## config.mk

```make
export PLATFORM = sky130hd
export DESIGN_NAME = block_lock_ber_flat
export DESIGN_NICKNAME = d
export VERILOG_FILES = /design/src/rtl/pcs_pkg.sv /design/src/rtl/block_lock_ber_if.sv /design/src/rtl/block_lock_ber_ber_monitor.sv /design/src/rtl/block_lock_ber.sv /design/src/flat_wrapper.sv
export SDC_FILE = /design/constraint.sdc
export NUM_CORES = 1
export LEC_CHECK = 0
export BUFFER_PORTS_ARGS = -buffer_cell sky130_fd_sc_hd__buf_4
export CORE_ASPECT_RATIO = 0.6
export CORE_UTILIZATION = 60
export CTS_CLUSTER_SIZE = 24
export DETAILED_ROUTE_END_ITERATION = 6
export PLACE_DENSITY_LB_ADDON = 0.3
export SLEW_MARGIN = 20
export SYNTH_ARGS = -nofsm -noshare
export SYNTH_HDL_FRONTEND = slang
export SYNTH_SLANG_ARGS = --single-unit
```

## constraint.sdc

```tcl
create_clock -name i_clk -period 2.3 [get_ports i_clk]
set_clock_uncertainty 0.2 [all_clocks]
set_input_delay 0.46 -clock i_clk [delete_from_list [all_inputs] [get_ports i_clk]]
set_output_delay 0.46 -clock i_clk [all_outputs]
set_load 0.1 [all_outputs]
```

## src/rtl/pcs_pkg.sv

```systemverilog
// Shared definitions for the 64b/66b rx block-lock slice.
//   lock_state_t : block-lock FSM state encoding
//   SH_DATA/SH_CTRL : the two legal sync-header values
//   sh_valid()   : true for a legal sync header
package pcs_pkg;

    typedef enum logic [1:0] {
        HUNT      = 2'd0,
        SLIP_HOLD = 2'd1,
        LOCKED    = 2'd2
    } lock_state_t;

    localparam logic [1:0] SH_DATA = 2'b01;
    localparam logic [1:0] SH_CTRL = 2'b10;

    function automatic logic sh_valid(input logic [1:0] sh);
        return (sh == SH_DATA) || (sh == SH_CTRL);
    endfunction

endpackage

```

## src/rtl/block_lock_ber_if.sv

```systemverilog
// Bus between the rx gearbox side and the block-lock / BER monitor.
//   i_header[1:0]  sync header of the current 66b block
//   i_valid        header qualifier
//   i_ber_clear    synchronous clear of the errored-header counter
//   o_slip         one-cycle slip request back to the gearbox
//   o_block_lock   block lock achieved
//   o_hi_ber       high bit-error-rate flag
//   o_err_count    saturating errored-header count
// master = gearbox side (drives headers), slave = lock block.
interface block_lock_ber_if #(
    parameter int CNT_WIDTH = 16
) ();
    logic [1:0]           i_header;
    logic                 i_valid;
    logic                 i_ber_clear;
    logic                 o_slip;
    logic                 o_block_lock;
    logic                 o_hi_ber;
    logic [CNT_WIDTH-1:0] o_err_count;

    modport master (
        output i_header, i_valid, i_ber_clear,
        input  o_slip, o_block_lock, o_hi_ber, o_err_count
    );

    modport slave (
        input  i_header, i_valid, i_ber_clear,
        output o_slip, o_block_lock, o_hi_ber, o_err_count
    );
endinterface

```

## src/rtl/block_lock_ber_ber_monitor.sv

```systemverilog
// Windowed high-BER detector plus saturating errored-header counter.
//   i_clk, i_reset_n : clock, asynchronous active-low reset
//   enable           : block lock; when low the BER window is held cleared
//   i_valid          : header qualifier (advances the BER window timer)
//   invalid          : qualified invalid-header strobe
//   i_ber_clear      : synchronous clear of o_err_count
//   o_hi_ber         : high-BER flag, forced low whenever enable is low
//   o_err_count      : count of invalid headers seen while enabled
module ber_monitor #(
    parameter int BER_WINDOW = 3125,
    parameter int BER_LIMIT  = 16,
    parameter int CNT_WIDTH  = 16
) (
    input  logic                 i_clk,
    input  logic                 i_reset_n,
    input  logic                 enable,
    input  logic                 i_valid,
    input  logic                 invalid,
    input  logic                 i_ber_clear,
    output logic                 o_hi_ber,
    output logic [CNT_WIDTH-1:0] o_err_count
);
    localparam int TW = $clog2(BER_WINDOW) + 1;
    localparam int BW = $clog2(BER_LIMIT) + 1;
    localparam logic [TW-1:0] WIN_LAST = TW'(BER_WINDOW - 1);
    localparam logic [BW-1:0] LIMIT    = BW'(BER_LIMIT);

    logic [TW-1:0] timer_q;
    logic [BW-1:0] ber_cnt_q;
    logic          hi_q;
    logic          err_inc;

    assign err_inc = enable & invalid;

    // Window stage: timer wraps after BER_WINDOW valid headers; the
    // header on the wrap cycle is counted into the new window.
    always_ff @(posedge i_clk or negedge i_reset_n) begin
        if (!i_reset_n) begin
            timer_q   <= '0;
            ber_cnt_q <= '0;
            hi_q      <= 1'b0;
        end else if (!enable) begin
            timer_q   <= '0;
            ber_cnt_q <= '0;
            hi_q      <= 1'b0;
        end else if (i_valid) begin
            if (timer_q == WIN_LAST) begin
                timer_q   <= '0;
                ber_cnt_q <= invalid ? BW'(1) : '0;
                if (ber_cnt_q < LIMIT)
                    hi_q <= 1'b0;
                if (invalid && (LIMIT == BW'(1)))
                    hi_q <= 1'b1;
            end else begin
                timer_q <= timer_q + 1'b1;
                // Count stops at the limit; the flag is already set then.
                if (invalid && (ber_cnt_q < LIMIT)) begin
                    ber_cnt_q <= ber_cnt_q + 1'b1;
                    if (ber_cnt_q == LIMIT - 1'b1)
                        hi_q <= 1'b1;
                end
            end
        end
    end

    // Gating with enable drops the flag in the same cycle lock is lost.
    assign o_hi_ber = hi_q & enable;

    // Error-count stage: clear wins over increment, but a coincident
    // increment still lands, giving 1.
    always_ff @(posedge i_clk or negedge i_reset_n) begin
        if (!i_reset_n)
            o_err_count <= '0;
        else if (i_ber_clear)
            o_err_count <= err_inc ? CNT_WIDTH'(1) : '0;
        else if (err_inc && (o_err_count != {CNT_WIDTH{1'b1}}))
            o_err_count <= o_err_count + 1'b1;
    end

endmodule

```

## src/rtl/block_lock_ber.sv

```systemverilog
// 64b/66b rx block-lock FSM with hysteretic loss-of-lock, gearbox slip
// control, windowed high-BER monitor and errored-header counter.
//   i_clk     : rx clock
//   i_reset_n : asynchronous active-low reset
//   bus       : block_lock_ber_if.slave (headers in; slip/lock/BER/count out)
module block_lock_ber
    import pcs_pkg::*;
#(
    parameter int LOCK_COUNT    = 64,
    parameter int WINDOW        = 64,
    parameter int INVALID_LIMIT = 16,
    parameter int SLIP_WAIT     = 2,
    parameter int BER_WINDOW    = 3125,
    parameter int BER_LIMIT     = 16,
    parameter int CNT_WIDTH     = 16
) (
    input  logic           i_clk,
    input  logic           i_reset_n,
    block_lock_ber_if.slave bus
);
    localparam int GW = $clog2(LOCK_COUNT) + 1;
    localparam int WW = $clog2(WINDOW) + 1;
    localparam int BW = $clog2(INVALID_LIMIT) + 1;
    localparam int HW = $clog2(SLIP_WAIT) + 1;
    localparam logic [GW-1:0] GOOD_LAST = GW'(LOCK_COUNT - 1);
    localparam logic [WW-1:0] WIN_LAST  = WW'(WINDOW - 1);
    localparam logic [BW-1:0] BAD_LAST  = BW'(INVALID_LIMIT - 1);
    // At least one valid cycle is always spent settling, which is what
    // keeps two slip pulses from ever being adjacent.
    localparam logic [HW-1:0] HOLD_LAST = HW'((SLIP_WAIT > 0) ? SLIP_WAIT - 1 : 0);

    lock_state_t   state_q, state_d;
    logic [GW-1:0] good_q, good_d;
    logic [WW-1:0] win_q, win_d;
    logic [BW-1:0] bad_q, bad_d;
    logic [HW-1:0] hold_q, hold_d;
    logic          slip_d, slip_p1;
    logic          hdr_ok;
    logic          locked;

    assign hdr_ok = sh_valid(bus.i_header);
    assign locked = (state_q == LOCKED);

    always_comb begin
        state_d = state_q;
        good_d  = good_q;
        win_d   = win_q;
        bad_d   = bad_q;
        hold_d  = hold_q;
        slip_d  = 1'b0;
        if (bus.i_valid) begin
            case (state_q)
                HUNT: begin
                    if (!hdr_ok) begin
                        slip_d  = 1'b1;
                        good_d  = '0;
                        hold_d  = '0;
                        state_d = SLIP_HOLD;
                    end else if (good_q == GOOD_LAST) begin
                        good_d  = '0;
                        win_d   = '0;
                        bad_d   = '0;
                        state_d = LOCKED;
                    end else begin
                        good_d = good_q + 1'b1;
                    end
                end
                SLIP_HOLD: begin
                    if (hold_q >= HOLD_LAST) begin
                        hold_d  = '0;
                        state_d = HUNT;
                    end else begin
                        hold_d = hold_q + 1'b1;
                    end
                end
                LOCKED: begin
                    // Loss of lock is checked before window end so the
                    // limit-reaching header on the last window slot still counts.
                    if (!hdr_ok && (bad_q == BAD_LAST)) begin
                        slip_d  = 1'b1;
                        win_d   = '0;
                        bad_d   = '0;
                        hold_d  = '0;
                        state_d = SLIP_HOLD;
                    end else if (win_q == WIN_LAST) begin
                        win_d = '0;
                        bad_d = '0;
                    end else begin
                        win_d = win_q + 1'b1;
                        bad_d = bad_q + BW'(!hdr_ok);
                    end
                end
                default: state_d = HUNT;
            endcase
        end
    end

    // Register stage: FSM state, counters and the registered slip pulse.
    always_ff @(posedge i_clk or negedge i_reset_n) begin
        if (!i_reset_n) begin
            state_q <= HUNT;
            good_q  <= '0;
            win_q   <= '0;
            bad_q   <= '0;
            hold_q  <= '0;
            slip_p1 <= 1'b0;
        end else begin
            state_q <= state_d;
            good_q  <= good_d;
            win_q   <= win_d;
            bad_q   <= bad_d;
            hold_q  <= hold_d;
            slip_p1 <= slip_d;
        end
    end

    assign bus.o_slip       = slip_p1;
    assign bus.o_block_lock = locked;

    ber_monitor #(
        .BER_WINDOW (BER_WINDOW),
        .BER_LIMIT  (BER_LIMIT),
        .CNT_WIDTH  (CNT_WIDTH)
    ) u_ber_monitor (
        .i_clk       (i_clk),
        .i_reset_n   (i_reset_n),
        .enable      (locked),
        .i_valid     (bus.i_valid),
        .invalid     (bus.i_valid & ~hdr_ok),
        .i_ber_clear (bus.i_ber_clear),
        .o_hi_ber    (bus.o_hi_ber),
        .o_err_count (bus.o_err_count)
    );

endmodule

```

## src/flat_wrapper.sv

```systemverilog
// flat-port wrapper written by rule: the top's interface ports become plain ports
module block_lock_ber_flat import pcs_pkg::*;
#(
    parameter int LOCK_COUNT    = 64,
    parameter int WINDOW        = 64,
    parameter int INVALID_LIMIT = 16,
    parameter int SLIP_WAIT     = 2,
    parameter int BER_WINDOW    = 3125,
    parameter int BER_LIMIT     = 16,
    parameter int CNT_WIDTH     = 16
)
  (i_clk, i_reset_n, bus_i_header, bus_i_valid, bus_i_ber_clear, bus_o_slip, bus_o_block_lock, bus_o_hi_ber, bus_o_err_count);
  block_lock_ber_if #(.CNT_WIDTH(CNT_WIDTH)) bus_i ();
  input  logic i_clk;
  input  logic i_reset_n;
  input wire logic [$bits(bus_i.i_header)-1:0] bus_i_header;
  input wire logic [$bits(bus_i.i_valid)-1:0] bus_i_valid;
  input wire logic [$bits(bus_i.i_ber_clear)-1:0] bus_i_ber_clear;
  output wire logic [$bits(bus_i.o_slip)-1:0] bus_o_slip;
  output wire logic [$bits(bus_i.o_block_lock)-1:0] bus_o_block_lock;
  output wire logic [$bits(bus_i.o_hi_ber)-1:0] bus_o_hi_ber;
  output wire logic [$bits(bus_i.o_err_count)-1:0] bus_o_err_count;
  assign bus_i.i_header = bus_i_header;
  assign bus_i.i_valid = bus_i_valid;
  assign bus_i.i_ber_clear = bus_i_ber_clear;
  assign bus_o_slip = bus_i.o_slip;
  assign bus_o_block_lock = bus_i.o_block_lock;
  assign bus_o_hi_ber = bus_i.o_hi_ber;
  assign bus_o_err_count = bus_i.o_err_count;
  block_lock_ber #(.LOCK_COUNT(LOCK_COUNT), .WINDOW(WINDOW), .INVALID_LIMIT(INVALID_LIMIT), .SLIP_WAIT(SLIP_WAIT), .BER_WINDOW(BER_WINDOW), .BER_LIMIT(BER_LIMIT), .CNT_WIDTH(CNT_WIDTH)) u_core (.i_clk(i_clk), .i_reset_n(i_reset_n), .bus(bus_i));
endmodule
```

[Word-level counts from Yosys, hierarchy flattened]
Cells that the tools add are included.
Operators by class
  add/subtract/negate cells: 7
  reductions and logical operators: 15
  order comparisons: 2
  mux-type cells: 42
  equality and inequality tests: 20
  bitwise logic cells: 4
Operator list (count)
  $mux W7: 6
  $mux W5: 8
  $mux W13: 3
  $mux W16: 2
  $add A16 B1 Y16 const B: 1
  $ne A16 B16 Y1 const B: 1
  $reduce_and A4 Y1: 4
  $add A7 B1 Y7 const B: 2
  $eq A7 B6 Y1 const B: 2
  $mux W2: 7
  $pmux W7 S2: 1
  $add A13 B1 Y13 const B: 1
  $eq A13 B12 Y1 const B: 1
  $pmux W2 S3: 2
  $mux W1: 11
  $eq A5 B4 Y1 const B: 2
  $pmux W5 S2: 1
  $ne A2 B1 Y1 const B: 4
  $ne A3 B1 Y1 const B: 2
  $add A5 B1 Y5: 1
  $add A5 B1 Y5 const B: 1
  $lt A5 B5 Y1 const B: 1
  $eq A2 B1 Y1 const B: 2
  $eq A2 B2 Y1 const B: 2
  15 further kinds: 22
Storage, ports and cells
  input bits: 6
  output and inout bits: 19
  bits in registers: 59
  word-level logic and storage cells: 100

[Depth between registers and ports, before layout]
  word-level depth: 9
  depth in mapped cells: 8
  gate-level depth less buffers: 7

[Modules after synthesis]
From an unflattened synthesis, not the netlist that was laid out.
Unflattened totals
  cells, all modules: 347
  area total of the unflattened synthesis: 3330.7 um2
By module, submodules not included
  ber_monitor: area an instance 1968.1 um2, cells each 214, instances 1, sequential area each 875.8 um2
  block_lock_ber: area an instance 1362.6 um2, cells each 133, instances 1, sequential area each 600.6 um2

[Least setup slack after synthesis]
Ideal clock, no wire load.
  path kind: flip-flop to flip-flop
  start: reg u_core.u_ber_monitor.o_err_count[0]
  end: reg u_core.u_ber_monitor.o_err_count[4]
  setup slack: -271 ps
  buffers on the path: 1
  setup time: 78 ps
  stages on the path, launching flop included: 7
  data arrival time: 2293 ps
  required time: 2022 ps
  period minus slack after synthesis: 2571 ps
  cell sequence: dfrtp_1 -> ha_1 -> and4_1 -> and4bb_1 -> clkbuf_1 -> o21ai_0 -> a21oi_1
On the way
  longest elaborated chain between the ends: 3
RTL lines
  from (decl): line block_lock_ber_ber_monitor.sv:21  | output logic [CNT_WIDTH-1:0] o_err_count
  from (signal assigned): line block_lock_ber_ber_monitor.sv:75  | o_err_count <= err_inc ? CNT_WIDTH'(1) : '0;
  from (signal assigned): line block_lock_ber_ber_monitor.sv:77  | o_err_count <= o_err_count + 1'b1;
  $add A16 B1 Y16 or $ne A16 B16 Y1 (tied branches): line block_lock_ber_ber_monitor.sv:77, block_lock_ber_ber_monitor.sv:76
  $mux W16 or $logic_and A1 B1 Y1 (tied branches): line block_lock_ber_ber_monitor.sv:76  | else if (err_inc && (o_err_count != {CNT_WIDTH{1'b1}}))
  $mux W16 or $reduce_bool A2 Y1 (tied branches)
Parallel ways exist; a longest one is shown, timed or not. The select of a mux whose other input is x is not followed.
A chain may end at the register's enable or synchronous reset.

[Final worst setup path]
  start: reg u_core.u_ber_monitor.o_err_count[0]
  end: reg u_core.u_ber_monitor.o_err_count[6]
The elaborated chain is that of the path after synthesis.

==> summary.txt <==
Status -> complete, no violations
Starting Density -> 64.35%
Seq/Total Area, Yosys -> 44.08%
Post-synthesis async set-or-reset flop share -> 100.0%
Final setup violation count -> 0
I/O Pins -> 25
Placed insts -> 439
Final Max Slew Viols -> 0
Total grt overflow -> 0
Final worst setup slack -> 0.08340 ns
Utilization after layout -> 76.44%
Tcrit/Tclk final -> 96.37%
Synthesized flop and latch total -> 59
DR vias -> 3,040
Final hold vios -> 0
Crit path kind -> reg -> reg
# H-tree levels -> 3
Yosys Warn Count -> 0
Largest net degree at the start of global routing -> 33
Clock sink total -> 59
TNS Setup -> 0 ns
Root buf cell -> clkbuf_8
Die width -> 98.46 um
First drt pass iteration count -> 5
Share of layout cells above drive strength 1 -> 23.27%
Port Buffers -> 24
Initial antenna violation count -> 0
Non-Filler Instances -> 457
Design Area, Final -> 3979 um2
Synth Flop Type -> dfrtp_1
Critical path required time -> 2.38 ns
Peak supply drop -> 0.0003988 V
Post-detailed-route count of antenna-violating nets -> 0
Worst r2r src -> u_core.u_ber_monitor.o_err_count[0]
ANT cells -> 0
PD cells -> 677.9 nW/um2
Worst setup startpoint -> u_core.u_ber_monitor.o_err_count[0]
Placed Area -> 3704 um2
Critical path's largest stage delay -> 0.50 ns
Max Cap Viol -> 0
CP Capture Point -> u_core.u_ber_monitor.o_err_count[6]
Post-Synthesis Cells -> 347
Tightest Hold Check Type -> in -> reg
GPL Wtd Cong -> 0.8226
Minimum clock period -> 2.217 ns
Pre-CTS WS -> -0.05059 ns
Dpl hpwl -> 5666 um
Slew @ Worst Pin -> 0.5205 ns
WP data arrival -> 2.29 ns
# rows -> 20
Post-synth EDFFs -> 0
Worst Setup Start Kind -> flop
Die Y -> 59.88 um
First-pass GRT wire length -> 13,340 um
Fill count -> 336
Slowest CP cell -> dfrtp_4
Worst slew margin relative to its limit -> 65.15%
Pleak -> 0.001655 uW
Commonest non-fill, non-tap cell in the layout -> dfrtp_1
Synth cell types -> 64
Crit end category -> flop
Worst-path clk slew -> 0.07 ns
TritonCTS clock tree -> yes
Initial DRC count -> 303
R2r setup slk -> 0.08 ns
Worst path cell trace -> ha_1 > and4_1 > and4bb_4 > or4_1 > a21oi_1
Avg WL per Cell -> 18.15 um
RR Endpoint -> u_core.u_ber_monitor.o_err_count[6]
Area Overhead vs Synth -> 18.79%
Syn Area/Cell -> 9.653 um2
DRC -> 0
Max Freq -> 451.1 MHz
Most frequent cells in the layout -> dfrtp_1, buf_4, nand2_1
Clk_lat worst skew -> 0.35 ns
Worst-path maximum fanout -> 15
Fin nets -> 402
Core Region -> 5205 um2
Global-route usage over all layers -> 29.90%
RSZ-0062 raised after global routing -> no
R2r worst-path depth -> 5
CTS buffer count -> 9
Final WL -> 8296 um
Net Count, Synth -> 363
Vias per cell -> 6.652
Vias in the first global route -> 2,632
Largest buffer count on any clock path -> 2
Die area -> 5895 um2
Mapped cell area -> 3349 um2
[cell usage after synthesis, types with 9 or more instances]
| library cell | count | area, um2 |
|---|---|---|
| or4_1 | 9 | 67.56 |
| o21ai_0 | 15 | 75.07 |
| dfrtp_1 | 59 | 1476 |
| o31ai_1 | 11 | 82.58 |
| ha_1 | 10 | 125.1 |
| nand3_1 | 20 | 100.1 |
| a21oi_1 | 20 | 100.1 |
| inv_1 | 9 | 33.78 |
| nand2_1 | 22 | 82.58 |
| nor2_1 | 16 | 60.06 |
| and3_1 | 11 | 68.82 |
| or3_1 | 11 | 68.82 |
[area by class of cell]
type | instances | area (um2) | share of cell area (%)
sequential | 59 | 1499 | 37.67
clock buffer | 11 | 141.4 | 3.553
tap | 66 | 82.58 | 2.075
timing repair buffer | 43 | 337.8 | 8.491
multi-input combinational | 260 | 1769 | 44.47
clock inverter | 5 | 100.1 | 2.516
inverter | 13 | 48.80 | 1.226
[metrics by stage]
stage / power, uW / hold WS [ns]
after floorplan: 1422 / -0.03559
after global placement: 1526 / 0.2000
after detailed placement: 1542 / 0.2008
after CTS: 2698 / 0.2164
after global routing: 2798 / 0.2253
final: 2697 / 0.2348
[worst min-delay path by stage]
stage                                from                             endpoint  slack [ns]  depth (start not counted)
after floorplan                 i_reset_n                      u_core.bad_q[0]       -0.04                          0
after global placement          i_reset_n                     u_core.good_q[6]        0.20                          1
after detailed placement        i_reset_n                     u_core.good_q[5]        0.20                          1
after CTS                 bus_i_ber_clear  u_core.u_ber_monitor.o_err_count[6]        0.22                          2
after global routing      bus_i_ber_clear  u_core.u_ber_monitor.o_err_count[6]        0.23                          2
final                     bus_i_ber_clear  u_core.u_ber_monitor.o_err_count[3]        0.23                          2
[where the power goes]
part	switching [uW]	internal, uW
registers	57.5	1110
logic	216	147
clock network	422	746
total	695	2000
[per-layer routing]
metal | up-vias | share of wire, % | global-route usage [%] | wire [um]
li1 | 1393 | - | - | -
met1 | 1486 | 48 | 44.61 | 3944
met2 | 149 | 43 | 42.15 | 3599
met3 | 12 | 7.9 | 8.772 | 653
met4 | 0 | 1.2 | 8.316 | 99
met5 | - | 0 | 0 | 0
[state kept, by name, summed over array words and instances (netlist names), 2 cells and up]
register                          flops
u_core.hold_q                         2
u_core.good_q                         7
u_core.u_ber_monitor.o_err_count     16
u_core.win_q                          7
u_core.u_ber_monitor.timer_q         13
u_core.u_ber_monitor.ber_cnt_q        5
u_core.bad_q                          5
u_core.state_q                        2
[critical path, delay by kind of cell (launching register included)]
kind / cells / cell delay (ns)
compound gates: 1 / 0.15
flops: 1 / 0.50
fa+ha+maj: 1 / 0.24
simple gates: 3 / 1.05
[what timing repair did]
item / 4_1_cts / 5_1_grt
endpoints found under the setup margin: 2 / 5
setup buffers: 0 / 1
pin swaps: 0 / 1
gates resized for setup: 1 / 3
endpoints found under the hold margin: 27 / 0
hold buffers: 1 / 0
[kinds of logic (layout without fill, tap and decap cells)]
logic type | count (synthesis) | count (layout) | share of synthesized area, %
AND/OR/NAND/NOR | 152 | 152 | 27.83
AO/OA/AOI/OAI | 84 | 84 | 16.81
flip-flops | 59 | 59 | 44.08
buffers and inverters | 28 | 72 | 3.623
adder cells (fa/ha/maj) | 10 | 10 | 3.736
XOR/XNOR | 10 | 10 | 2.615
multiplexers | 4 | 4 | 1.307
Note: power is estimated with default switching activity, not from simulation.
